**config.mk**
```make
export PLATFORM = sky130hd
export DESIGN_NAME = alu_exec_stage
export DESIGN_NICKNAME = d
export VERILOG_FILES = /design/src/rtl/alu_exec_stage.sv
export SDC_FILE = /design/constraint.sdc
export NUM_CORES = 1
export LEC_CHECK = 0
export ABC_AREA = 1
export BUFFER_PORTS_ARGS = -buffer_cell sky130_fd_sc_hd__buf_4
export CORE_MARGIN = 2
export CORE_UTILIZATION = 35
export DETAILED_ROUTE_END_ITERATION = 8
export PLACE_DENSITY_LB_ADDON = 0.1
export SLEW_MARGIN = 20
export SYNTH_ARGS = -nofsm -noshare
export SYNTH_HDL_FRONTEND = slang
export SYNTH_SLANG_ARGS = --single-unit
```
**constraint.sdc**
```tcl
create_clock -name clk -period 9.3 [get_ports clk]
set_input_delay 0 -clock clk [delete_from_list [all_inputs] [get_ports clk]]
set_output_delay 0 -clock clk [all_outputs]
set_load 0.02 [all_outputs]
```
**src/rtl/alu_exec_stage.sv**
```systemverilog
// alu_exec_stage: issue-side wrapper around the single-cycle ALU. It latches one op per cycle,
//   evaluates it through alu_simple, queues tagged results and hands them to the CDB.
// Latency: op accepted in cycle N -> cdb_req at N+2 at the earliest; sustains 1 op/cycle when
//   granted every cycle.
// Backpressure: a full result FIFO blocks Stage A, and a blocked Stage A drops issue_ready.
//   flush empties everything on the next cycle.
//
// Ports:
//   clk, rst_n                  clock; synchronous active-low reset
//   issue_valid / issue_ready   handshake with the reservation station
//   issue_op/op1/op2/robid      op payload (alu_simple opcode, operands, ROB tag)
//   flush                       discard Stage A, the FIFO and any same-cycle accept
//   cdb_req / cdb_grant         head result request and arbiter grant
//   cdb_robid / cdb_result      head entry of the result FIFO
//   stat_issued/flushed/stall   event counters, present only when ALU_EXEC_STATS_EN is defined

// alu_simple: purely combinational ALU.
//   op[4]=0: 0 ADD, 1 SUB, 2 SLL, 3 SRL, 4 SRA, 5 AND, 6 OR, 7 XOR, 8 SLT, 9 SLTU.
//   op[4]=1 priority extensions over m = op1 & ~op2:
//     5'b10000 gives the index of the lowest set bit of m, or 32 when m is zero.
//     5'b10001 gives op1 with that lowest set bit of m cleared.
//   Every other opcode returns 0.
module alu_simple (
    input  logic [4:0]  op,
    input  logic [31:0] op1,
    input  logic [31:0] op2,
    output logic [31:0] result
);
    logic [31:0] masked;
    logic [31:0] lowbit;
    logic [5:0]  lowidx;

    assign masked = op1 & ~op2;
    // Two's-complement trick: isolates the lowest set bit of masked.
    assign lowbit = masked & (~masked + 32'd1);

    // Scan from the top down, so the last hit is the lowest set bit.
    always_comb begin
        lowidx = 6'd32;
        for (int i = 31; i >= 0; i--) begin
            if (masked[i]) lowidx = 6'(i);
        end
    end

    always_comb begin
        result = 32'd0;
        case (op)
            5'b00000: result = op1 + op2;
            5'b00001: result = op1 - op2;
            5'b00010: result = op1 << op2[4:0];
            5'b00011: result = op1 >> op2[4:0];
            5'b00100: result = $unsigned($signed(op1) >>> op2[4:0]);
            5'b00101: result = op1 & op2;
            5'b00110: result = op1 | op2;
            5'b00111: result = op1 ^ op2;
            5'b01000: result = {31'd0, $signed(op1) < $signed(op2)};
            5'b01001: result = {31'd0, op1 < op2};
            5'b10000: result = {26'd0, lowidx};
            5'b10001: result = op1 & ~lowbit;
            default:  result = 32'd0;
        endcase
    end
endmodule

module alu_exec_stage #(
    parameter int DEPTH = 2,
    parameter int ROB_W = 7
) (
    input  logic             clk,
    input  logic             rst_n,
    input  logic             issue_valid,
    output logic             issue_ready,
    input  logic [4:0]       issue_op,
    input  logic [31:0]      issue_op1,
    input  logic [31:0]      issue_op2,
    input  logic [ROB_W-1:0] issue_robid,
    input  logic             flush,
    output logic             cdb_req,
    input  logic             cdb_grant,
    output logic [ROB_W-1:0] cdb_robid,
    output logic [31:0]      cdb_result
`ifdef ALU_EXEC_STATS_EN
    ,
    output logic [31:0]      stat_issued,
    output logic [31:0]      stat_flushed,
    output logic [31:0]      stat_stall
`endif
);
    localparam int PTR_W = (DEPTH > 1) ? $clog2(DEPTH) : 1;
    localparam int CNT_W = PTR_W + 1;

    // Stage A operand latch
    logic             a_valid;
    logic [4:0]       a_op;
    logic [31:0]      a_op1;
    logic [31:0]      a_op2;
    logic [ROB_W-1:0] a_robid;

    // Result FIFO
    logic [ROB_W-1:0] fifo_robid  [DEPTH];
    logic [31:0]      fifo_result [DEPTH];
    logic [PTR_W-1:0] head;
    logic [PTR_W-1:0] tail;
    logic [CNT_W-1:0] count;

    logic        space;
    logic        a_adv;
    logic        accept;
    logic        push;
    logic        pop;
    logic [31:0] sc_result;

    // space looks only at the registered count: a pop this cycle does not free a slot
    // until the next one, which keeps issue_ready off the grant path.
    assign space       = (count < CNT_W'(DEPTH));
    assign a_adv       = a_valid & space;
    assign issue_ready = ~a_valid | a_adv;
    assign accept      = issue_valid & issue_ready;
    assign push        = a_adv & ~flush;
    assign pop         = cdb_req & cdb_grant;

    assign cdb_req    = (count != '0);
    assign cdb_robid  = fifo_robid[head];
    assign cdb_result = fifo_result[head];

    alu_simple u_alu (
        .op     (a_op),
        .op1    (a_op1),
        .op2    (a_op2),
        .result (sc_result)
    );

    always_ff @(posedge clk) begin
        if (!rst_n) begin
            a_valid <= 1'b0;
            a_op    <= '0;
            a_op1   <= '0;
            a_op2   <= '0;
            a_robid <= '0;
        end else if (flush) begin
            a_valid <= 1'b0;
        end else if (accept) begin
            a_valid <= 1'b1;
            a_op    <= issue_op;
            a_op1   <= issue_op1;
            a_op2   <= issue_op2;
            a_robid <= issue_robid;
        end else if (a_adv) begin
            a_valid <= 1'b0;
        end
        // Otherwise Stage A is idle or blocked and holds its contents.
    end

    always_ff @(posedge clk) begin
        if (!rst_n) begin
            head  <= '0;
            tail  <= '0;
            count <= '0;
            for (int i = 0; i < DEPTH; i++) begin
                fifo_robid[i]  <= '0;
                fifo_result[i] <= '0;
            end
        end else if (flush) begin
            // The storage is left stale on purpose; cdb_req masks it.
            head  <= '0;
            tail  <= '0;
            count <= '0;
        end else begin
            if (push) begin
                fifo_robid[tail]  <= a_robid;
                fifo_result[tail] <= sc_result;
                tail              <= tail + PTR_W'(1);
            end
            if (pop) begin
                head <= head + PTR_W'(1);
            end
            case ({push, pop})
                2'b10:   count <= count + CNT_W'(1);
                2'b01:   count <= count - CNT_W'(1);
                default: count <= count;
            endcase
        end
    end

    // Push is gated by space, so the FIFO can never overflow.
    always_ff @(posedge clk) begin
        if (rst_n) begin
            assert (!(push && count == CNT_W'(DEPTH)));
        end
    end

`ifdef ALU_EXEC_STATS_EN
    always_ff @(posedge clk) begin
        if (!rst_n) begin
            stat_issued  <= '0;
            stat_flushed <= '0;
            stat_stall   <= '0;
        end else begin
            stat_issued <= stat_issued + 32'(accept);
            stat_stall  <= stat_stall + 32'(issue_valid & ~issue_ready);
            // A pop in the flush cycle still reaches the CDB, so it is not counted as lost.
            if (flush) begin
                stat_flushed <= stat_flushed + 32'(a_valid) + 32'(count)
                                + 32'(accept) - 32'(pop);
            end
        end
    end
`endif
endmodule

```
==> impl_metrics.env <==
export IMPL_cts_root_buf="clkbuf_16"
export IMPL_cts_clk_slew_worst_paths_ns=0.09
export IMPL_cts_tree="yes"
export IMPL_async_flop_share_pct=0
export IMPL_crit_path_end_kind="flop"
export IMPL_critPathTopFamily="simple AND/OR/NAND/NOR gates"
export IMPL_post_synth_top_area_fraction_pct=15.6
export IMPL_layout_commonest_cell="nand2_1"
export IMPL_drtIter0Drc=1497
export IMPL_slew_headroom_pct=22.2
export IMPL_layout_common_cells="nand2_1 (383), inv_1 (282), o21ai_0 (278)"
export IMPL_synth_cells=2256
export IMPL_antenna_found_initial=0
export IMPL_finalHoldViolations=0
export IMPL_maxCapViolCount=0
export IMPL_initial_core_util_pct=35.6
export IMPL_critPathMaxStageDelay_ns=0.52
export IMPL_cp_max_fo=55
export IMPL_synth_cell_types=65
export IMPL_n_antenna_cell=0
export IMPL_setup_viol=0
export IMPL_drt_pass1_iter_count=5
export IMPL_clock_sinks=160
export IMPL_cts_resized=0
export IMPL_synth_seq_cells=160
export IMPL_core_area_mm2=0.0420
export IMPL_post_cts_setup_buffer_count=0
export IMPL_synth_avg_cell_area_um2=6.64
export IMPL_die_h_um=211
export IMPL_grt_setup_unrepaired="false"
export IMPL_numCtsBuffers=17
export IMPL_io_pins=122
export IMPL_n_fill_cell=4553
export IMPL_fin_crit_sh_pct=54.6
export IMPL_via_per_inst=5.66
export IMPL_routedWlPerCell_um=25.0
export IMPL_hold_path_class="in2reg"
export IMPL_regArea_mm2=0.00399
export IMPL_place_congestion=1.00
export IMPL_ant_nets=0
export IMPL_die_w_um=211
export IMPL_grt_max_degree=81
export IMPL_clock_skew_ns=0.0272
export IMPL_synth_edff_count=78
export IMPL_clockBufferDepth=2
export IMPL_route_detailed_drc=0
export IMPL_ys_flop_type="dfxtp_1"
export IMPL_tightest_slew_ns=1.16
export IMPL_port_buffers=121
export IMPL_wirelength_um=73300
export IMPL_critPathSlowestCell="nor4_1"
export IMPL_cp_arrival_ns=5.31
export IMPL_synth_seq_area_share_pct=26.6
export IMPL_htreeDepth=4
export IMPL_dp_hpwl_um=55800
export IMPL_worst_endpoint_required_ns=9.52
export IMPL_grt_pass1_wl_um=106000
export IMPL_area_delta_synth_final_pct=18.3
export IMPL_post_route_util_pct=42.1
export IMPL_nNetsFinal=2559
export IMPL_clk_latency_ns=0.50
export IMPL_multi_input_area_mm2=0.00940
export IMPL_p_leak_nw=7.87
export IMPL_overflow=0
export IMPL_first_global_vias=15970
export IMPL_finalMaxSlewViolations=0
export IMPL_irDropWorstVdd_uv=133
export IMPL_path_buf_inv=6
export IMPL_drive_above_1_share_pct=12.1
export IMPL_synth_warnings=0
export IMPL_path_cells="buf_4 > inv_2 > buf_4 > ha_1 > nor3_1 > inv_1 > nor2_1 > inv_2 > nor2_4 > nand2_4 > nor3_4 > nand2_2 > inv_2 > nand2_1 > o41ai_2 > a21oi_1 > nor4_1 > nand2_1 > nor2_1 > nor2_1"
export IMPL_final_min_clock_period_ns=5.08
export IMPL_postCtsHoldBufs=79
export IMPL_totalNegativeSetupSlack_ns=0
export IMPL_yosys_area_top_type="edfxtp_1"
export IMPL_outcome="completed"
export IMPL_vias=16578
export IMPL_cp_start_kind="flop"
export IMPL_grt_usage_pct=32.9
export IMPL_setup_worst_path_class="reg2reg"
export IMPL_synth_area_top_cells="edfxtp_1 (16%), dfxtp_1 (11%), nand2_1 (9.7%), o21ai_0 (9.3%), a21oi_1 (8.9%)"
export IMPL_syn_cell_area_mm2=0.0150
export IMPL_powerDensity_mw_per_mm2=139
export IMPL_die_area_mm2=0.0444
export IMPL_synthesis_nets=2437
export IMPL_max_freq_ghz=0.197
export IMPL_fp_row_count=75
==> where the power goes <==
group          total (mW)  internal [mW]  leakage (nW)  switching (mW)
logic               0.898          0.266          6.09           0.632
registers           0.810          0.773          1.49          0.0374
clock network       0.755          0.375         0.293           0.380
==> worst paths after layout <==
| kind | endpoint | start | slack (ns) | depth (start not counted) |
|---|---|---|---|---|
| hold / removal | a_op1[6] | issue_op1[6] | 0.04 | 3 |
| hold reg to reg | flop | head | 0.46 | 1 |
| setup / recovery | fifo_result[1][31] | a_op2[1] | 4.22 | 20 |
| setup reg to reg | fifo_result[1][31] | a_op2[1] | 4.22 | 20 |
==> layout make-up <==
type / count / area share [%]
sequential: 160 / 22.5
clock inverter: 14 / 0.841
multi-input combinational: 1670 / 53.1
inverter: 299 / 6.34
tap: 539 / 3.81
timing repair buffer: 230 / 10.9
clock buffer: 18 / 2.54
==> flip-flops by register name (all words and copies together), names as in the netlist, named ones only <==
name         count
a_robid          7
a_op1           32
tail             1
head             1
fifo_robid      14
a_op             5
count            2
a_op2           32
fifo_result     64
a_valid          1
==> metal layers <==
metal | share of wire [%] | up-vias | wire length, µm | track usage (%)
li1 | - | 7932 | - | -
met1 | 43 | 7886 | 31800 | 43.9
met2 | 46 | 627 | 33600 | 52.8
met3 | 6.4 | 133 | 4660 | 4.77
met4 | 4.4 | 0 | 3240 | 14.7
met5 | 0 | - | 0 | 0
==> stage by stage <==
stage	hold slack, ns	cell area [µm²]	setup slack, ns	cells	total power, mW
2_1_floorplan	0.117	15000	5.88	2256	1.34
3_3_place_gp	0.246	16300	4.45	2819	1.68
3_5_place_dp	0.254	16300	4.40	2819	1.68
4_1_cts	0.00116	17700	4.37	2930	2.46
5_1_grt	0.0316	17700	3.95	2930	2.57
6_report	0.0424	17700	4.22	2930	2.46
==> logic make-up (layout without fill, tap and decap cells) <==
family          after synthesis  count (layout)  synth area share [%]
compound gates              733             733                  28.5
buf+inv                     426             561                  10.8
xor+xnor                     11              11                 0.644
simple gates                780             780                  21.6
mux                          46              46                  3.40
fa+ha+maj                   100             100                  8.46
flops                       160             160                  26.6
==> worst min-delay path, cell delays in order <==
cell and delay (ns):
buf_4 0.08, o21ai_0 0.23, a21oi_1 0.20
==> Yosys cell counts (all sizes together), types with 2 or more instances <==
library cell  number
a2111oi           10
a21oi            275
mux2              39
o21a               4
nand4             14
a221oi            11
o221ai            12
a311oi             8
inv              296
a21o               4
o21bai             2
a22oi              3
nor2             239
o211ai            21
edfxtp            78
clkinv             3
dfxtp             82
o41ai              2
nor4              11
o2111ai           15
o22ai             19
a211oi            16
o311ai             8
a31oi             17
buf               28
fa                 2
a21boi             4
xnor2              2
nand3             78
xor2               9
a2111o             2
o21ai            292
ha                98
or2                8
clkbuf            99
nand2            392
mux2i              7
nor3              35
o31ai              3
nand3b             2
Note: power is estimated with default switching activity, not from simulation.
